### src/rtl/hamming_enc_engine.sv
// Memory-walking SECDED Hamming encoder: reads 11-bit messages from data memory, writes
// 16-bit codewords {d[11:5],p8,d[4:2],p4,d[1],p2,p1,p0} back, then raises halt.
module hamming_enc_engine #(
    parameter int unsigned NUM_WORDS = 15,
    parameter int unsigned SRC_BASE  = 0,
    parameter int unsigned DST_BASE  = 30,
    parameter int unsigned ADDR_W    = 8
) (
    input  logic              CLK,
    input  logic              reset_n,
    input  logic              start,
    output logic              halt,
    output logic [ADDR_W-1:0] mem_addr,
    output logic              mem_rd_en,
    input  logic [7:0]        mem_rdata,
    output logic              mem_wr_en,
    output logic [7:0]        mem_wdata
);

    typedef enum logic [2:0] {
        StIdle,
        StRdLo,
        StRdHi,
        StCapHi,
        StWrLo,
        StWrHi,
        StDone
    } state_e;

    localparam logic [6:0] LastIdx = 7'(NUM_WORDS - 1);

    state_e      state_q, state_d;
    logic [6:0]  idx_q, idx_d;
    logic [7:0]  d_lo_q;
    logic [2:0]  d_hi_q;

    logic [11:1]       d;
    logic              p8, p4, p2, p1, p0;
    logic [15:0]       cw;
    logic [ADDR_W-1:0] src_addr, dst_addr;

    always_ff @(posedge CLK or negedge reset_n) begin
        if (!reset_n) begin
            state_q <= StIdle;
            idx_q   <= '0;
        end else begin
            state_q <= state_d;
            idx_q   <= idx_d;
        end
    end

    // Read data lags its strobe by one cycle, so each byte lands in the state after its read.
    always_ff @(posedge CLK or negedge reset_n) begin
        if (!reset_n) begin
            d_lo_q <= '0;
            d_hi_q <= '0;
        end else begin
            if (state_q == StRdHi)  d_lo_q <= mem_rdata;
            if (state_q == StCapHi) d_hi_q <= mem_rdata[2:0];
        end
    end

    always_comb begin
        state_d = state_q;
        idx_d   = idx_q;
        unique case (state_q)
            StIdle, StDone: begin
                if (start) begin
                    state_d = StRdLo;
                    idx_d   = '0;
                end
            end
            StRdLo:  state_d = StRdHi;
            StRdHi:  state_d = StCapHi;
            StCapHi: state_d = StWrLo;
            StWrLo:  state_d = StWrHi;
            StWrHi: begin
                if (idx_q == LastIdx) begin
                    state_d = StDone;
                end else begin
                    idx_d   = idx_q + 7'd1;
                    state_d = StRdLo;
                end
            end
            default: state_d = StIdle;
        endcase
    end

    assign d  = {d_hi_q, d_lo_q};
    assign p8 = ^d[11:5];
    assign p4 = (^d[11:8]) ^ (^d[4:2]);
    assign p2 = d[11] ^ d[10] ^ d[7] ^ d[6] ^ d[4] ^ d[3] ^ d[1];
    assign p1 = d[11] ^ d[9] ^ d[7] ^ d[5] ^ d[4] ^ d[2] ^ d[1];
    assign p0 = (^d) ^ p8 ^ p4 ^ p2 ^ p1;
    assign cw = {d[11:5], p8, d[4:2], p4, d[1], p2, p1, p0};

    // Address arithmetic wraps modulo 2^ADDR_W by construction.
    assign src_addr = ADDR_W'(SRC_BASE) + ADDR_W'({idx_q, 1'b0});
    assign dst_addr = ADDR_W'(DST_BASE) + ADDR_W'({idx_q, 1'b0});

    always_comb begin
        halt      = 1'b0;
        mem_addr  = '0;
        mem_rd_en = 1'b0;
        mem_wr_en = 1'b0;
        mem_wdata = '0;
        unique case (state_q)
            StRdLo: begin
                mem_addr  = src_addr;
                mem_rd_en = 1'b1;
            end
            StRdHi: begin
                mem_addr  = src_addr + ADDR_W'(1);
                mem_rd_en = 1'b1;
            end
            StWrLo: begin
                mem_addr  = dst_addr;
                mem_wr_en = 1'b1;
                mem_wdata = cw[7:0];
            end
            StWrHi: begin
                mem_addr  = dst_addr + ADDR_W'(1);
                mem_wr_en = 1'b1;
                mem_wdata = cw[15:8];
            end
            StDone:  halt = 1'b1;
            default: ;
        endcase
    end

endmodule

### config.mk
export PLATFORM = sky130hd
export DESIGN_NAME = hamming_enc_engine
export DESIGN_NICKNAME = d
export VERILOG_FILES = /design/src/rtl/hamming_enc_engine.sv
export SDC_FILE = /design/constraint.sdc
export NUM_CORES = 1
export LEC_CHECK = 0
export BUFFER_PORTS_ARGS = -buffer_cell sky130_fd_sc_hd__buf_4
export CELL_PAD_IN_SITES_DETAIL_PLACEMENT = 1
export CELL_PAD_IN_SITES_GLOBAL_PLACEMENT = 1
export CORE_AREA = 10 10 74 76
export DETAILED_ROUTE_END_ITERATION = 8
export DIE_AREA = 0 0 84 86
export GPL_ROUTABILITY_DRIVEN = 1
export PLACE_DENSITY_LB_ADDON = 0.1
export SYNTH_ARGS = -nofsm -noshare
export SYNTH_HDL_FRONTEND = slang
export SYNTH_SLANG_ARGS = --single-unit
### constraint.sdc
create_clock -name CLK -period 2.2 [get_ports CLK]
set_clock_uncertainty 0.1 [all_clocks]
set_input_delay 0.33 -clock CLK [delete_from_list [all_inputs] [get_ports CLK]]
set_output_delay 0.33 -clock CLK [all_outputs]
set_load 0.01 [all_outputs]
==> flow_summary.ini <==
[detailed_routing]
drt_iter0_markers = 43
detail_route.vias_per_cell = 5.24
routed_wl_um = 4620
ant_nets = 0
firstDrtPassIters = 4
wl_per_cell_um = 17.8
vias = 1358
drc = 0

[grt]
grt_pass1_vias = 1457
antenna_found_initial = 0
grt-ovfl-total = 0
grt_max_degree = 22
grt_use_total = 0.123
grt_pass1_wl_um = 7450

[sta]
setup_violations = 4
finalMaxSlewViolations = 0
worst_pin_slew_ns = 0.482
rsz0062_at_grt = yes
finalWorstSetupSlack_ns = -0.108
clock.fmax_mhz = 433
setup-tns-final_ns = -0.279
slew_headroom = 0.677
hold_viol_final = 0
fin_crit_sh = 1.05
min_period_ns = 2.31

[place]
dp_hpwl_um = 3330
gp_congestion = 0.778
dpl_worst_slack_ns = 0.0290
port_buffers = 29
dp_cells = 246

[final_layout]
nNetsFinal = 224
n_fill_cell = 471
syn_to_final_growth_pct = 36.4
regArea_um2 = 531
post-route-util = 0.530
multiInputGateArea_um2 = 1060
finalNonFillerCells = 259
drive_gt1_frac = 0.445
n_antenna_cell = 0

[critical_path]
worstPathArrival_ns = 1.88
crit_required_ns = 1.77
crit_path_end_kind = primary output
worstSetupPathType = flip-flop to primary output
slowest_stage = dfrtp_1
cpPeakStageDelay_ns = 0.43
setup.worst_path.start_class = flip-flop
path_cells = xor2_2, xnor2_2, xnor2_2, mux2_4, nand4b_1, buf_4
critical_path.max_fanout = 3
crit_top_cell = xnor2_2

[pwr]
p_int_uw = 2180
p_comb_frac = 0.739
switching_power_uw = 1710
p_seq_frac = 0.194
power.density_nw_per_um2 = 1850
clockPowerShare = 0.067
vdd_ir_drop_max_mv = 0.697
leakagePower_uw = 0.000983
switching_share = 0.441

[logic_synthesis]
synth_seq_cells = 21
synth_common_cells = 21 x dfrtp_1, 17 x nor2_1, 17 x o21ai_0
avgSynthCellArea_um2 = 9.30
yosys.cell_count.top_type = dfrtp_1
synth-edff-count = 0
ys_seq_area_frac = 0.340
syn_area_um2 = 1540
syn_nets = 180
yosysWarnings = 0
yosys.area.top_type_share = 0.340
synth.largest_area_cell = dfrtp_1
synthFlopType = dfrtp_1
synth.top_cells.by_area = dfrtp_1 34%, mux2_2 9.5%, xor2_1 6.2%
async_flop_share = 1.00
ys_types = 39
syn_inst = 166

[run_status]
violations = negative setup slack
status = complete, but fails checks

[clock_tree]
clk_pin_slew_ns = 0.08
cts_tree = yes
clock_latency_ns = 0.26
cts-root-buf = clkbuf_8
numCtsBuffers = 3
cts_sinks = 21
clk_path_buf_depth = 2
htreeDepth = 1

[floorplan]
initial_utilization = 0.389
core_area_um2 = 3970
std_cell_rows = 23
die_y_um = 86
dieArea_um2 = 7220
die_w_um = 84
io_pins = 30

[min_path]
hold_path_class = input port to flip-flop

[job]
max_cap_violations = 0
[power by group through the flow]
stage / clock, µW / sequential [µW] / combinational, µW
detailed placement: 0 / 722 / 2200
global placement: 0 / 705 / 2110
finish: 261 / 755 / 2870
floorplan: 0 / 685 / 1540
CTS: 274 / 730 / 2540
global route: 293 / 782 / 3120
[layer usage]
layer / track usage / wire length [µm] / vias to the layer above
li1: - / - / 661
met1: 0.151 / 2060 / 672
met2: 0.213 / 2360 / 23
met3: 0.0274 / 173 / 2
met4: 0.0320 / 29 / 0
met5: 0 / 0 / -
[registers in the layout, summed over array words and instances (netlist names)]
name	flops
state_q	3
idx_q	7
d_hi_q	3
d_lo_q	8
[repair_timing]
| item | 4_1_cts | 5_1_grt |
|---|---|---|
| setup buffers | 4 | 4 |
| hold buffers | 1 | 0 |
| hold endpoints to repair | 21 | 0 |
| gates resized for setup | 13 | 15 |
| setup endpoints to repair | 10 | 11 |
| pin swaps | 8 | 9 |
[layout by cell type (no fill, tap or decap), drive strengths merged, types with 4 or more instances in the layout]
master	n
o21ai	17
dfrtp	21
inv	5
xor2	12
nor2	17
buf	49
mux2i	5
mux2	13
xnor2	12
a21oi	5
nand2	14
nand3	4
[stage by stage]
stage	area [µm²]	hold slack (ns)	total power [µW]
final	2110	0.199	3890
after global routing	2110	0.186	4200
after CTS	1990	0.186	3540
after detailed placement	1850	0.143	2920
after global placement	1850	0.132	2820
after floorplan	1540	-0.0656	2230
[worst max-delay path: cells and delay by family, from the launching register on]
family | cells | cell delay [ns]
and+or+nand+nor | 1 | 0.10
buffers and inverters | 1 | 0.13
xor gates and xnor gates | 3 | 0.64
muxes | 1 | 0.33
DFF | 1 | 0.43
[final timing paths]
path | end | slack (ns) | from | depth (start not counted)
max in group asynchronous | d_hi_q[0]$_DFFE_PN0P_ | 1.36 | reset_n | 2
worst min-delay path | d_lo_q[5]$_DFFE_PN0P_ | 0.20 | mem_rdata[5] | 2
min in group asynchronous | idx_q[2]$_DFFE_PN0P_ | 0.39 | reset_n | 2
worst max register to register | idx_q[3]$_DFFE_PN0P_ | 0.19 | state_q[2]$_DFFE_PN0P_ | 6
worst min register to register | state_q[1]$_DFFE_PN0P_ | 0.51 | state_q[2]$_DFFE_PN0P_ | 1
worst max-delay path | mem_wdata[0] | -0.11 | d_lo_q[6]$_DFFE_PN0P_ | 6
[cell type report]
type | instances | share of cell area
clock inverter | 1 | 0.00238
inverter | 5 | 0.00891
sequential | 21 | 0.252
clock buffer | 3 | 0.0196
multi-input combinational | 129 | 0.503
timing repair buffer | 50 | 0.185
tap | 50 | 0.0297
[logic make-up after synthesis]
kind of cell,after synthesis,synth area share
adders and majority gates,3,0.0243
DFF,21,0.340
buffers and inverters,16,0.0543
muxes,18,0.127
and+or+nand+nor,53,0.174
xor gates and xnor gates,25,0.165
AOI/OAI and AO/OA,30,0.114
Power figures use the tool's default switching activity.
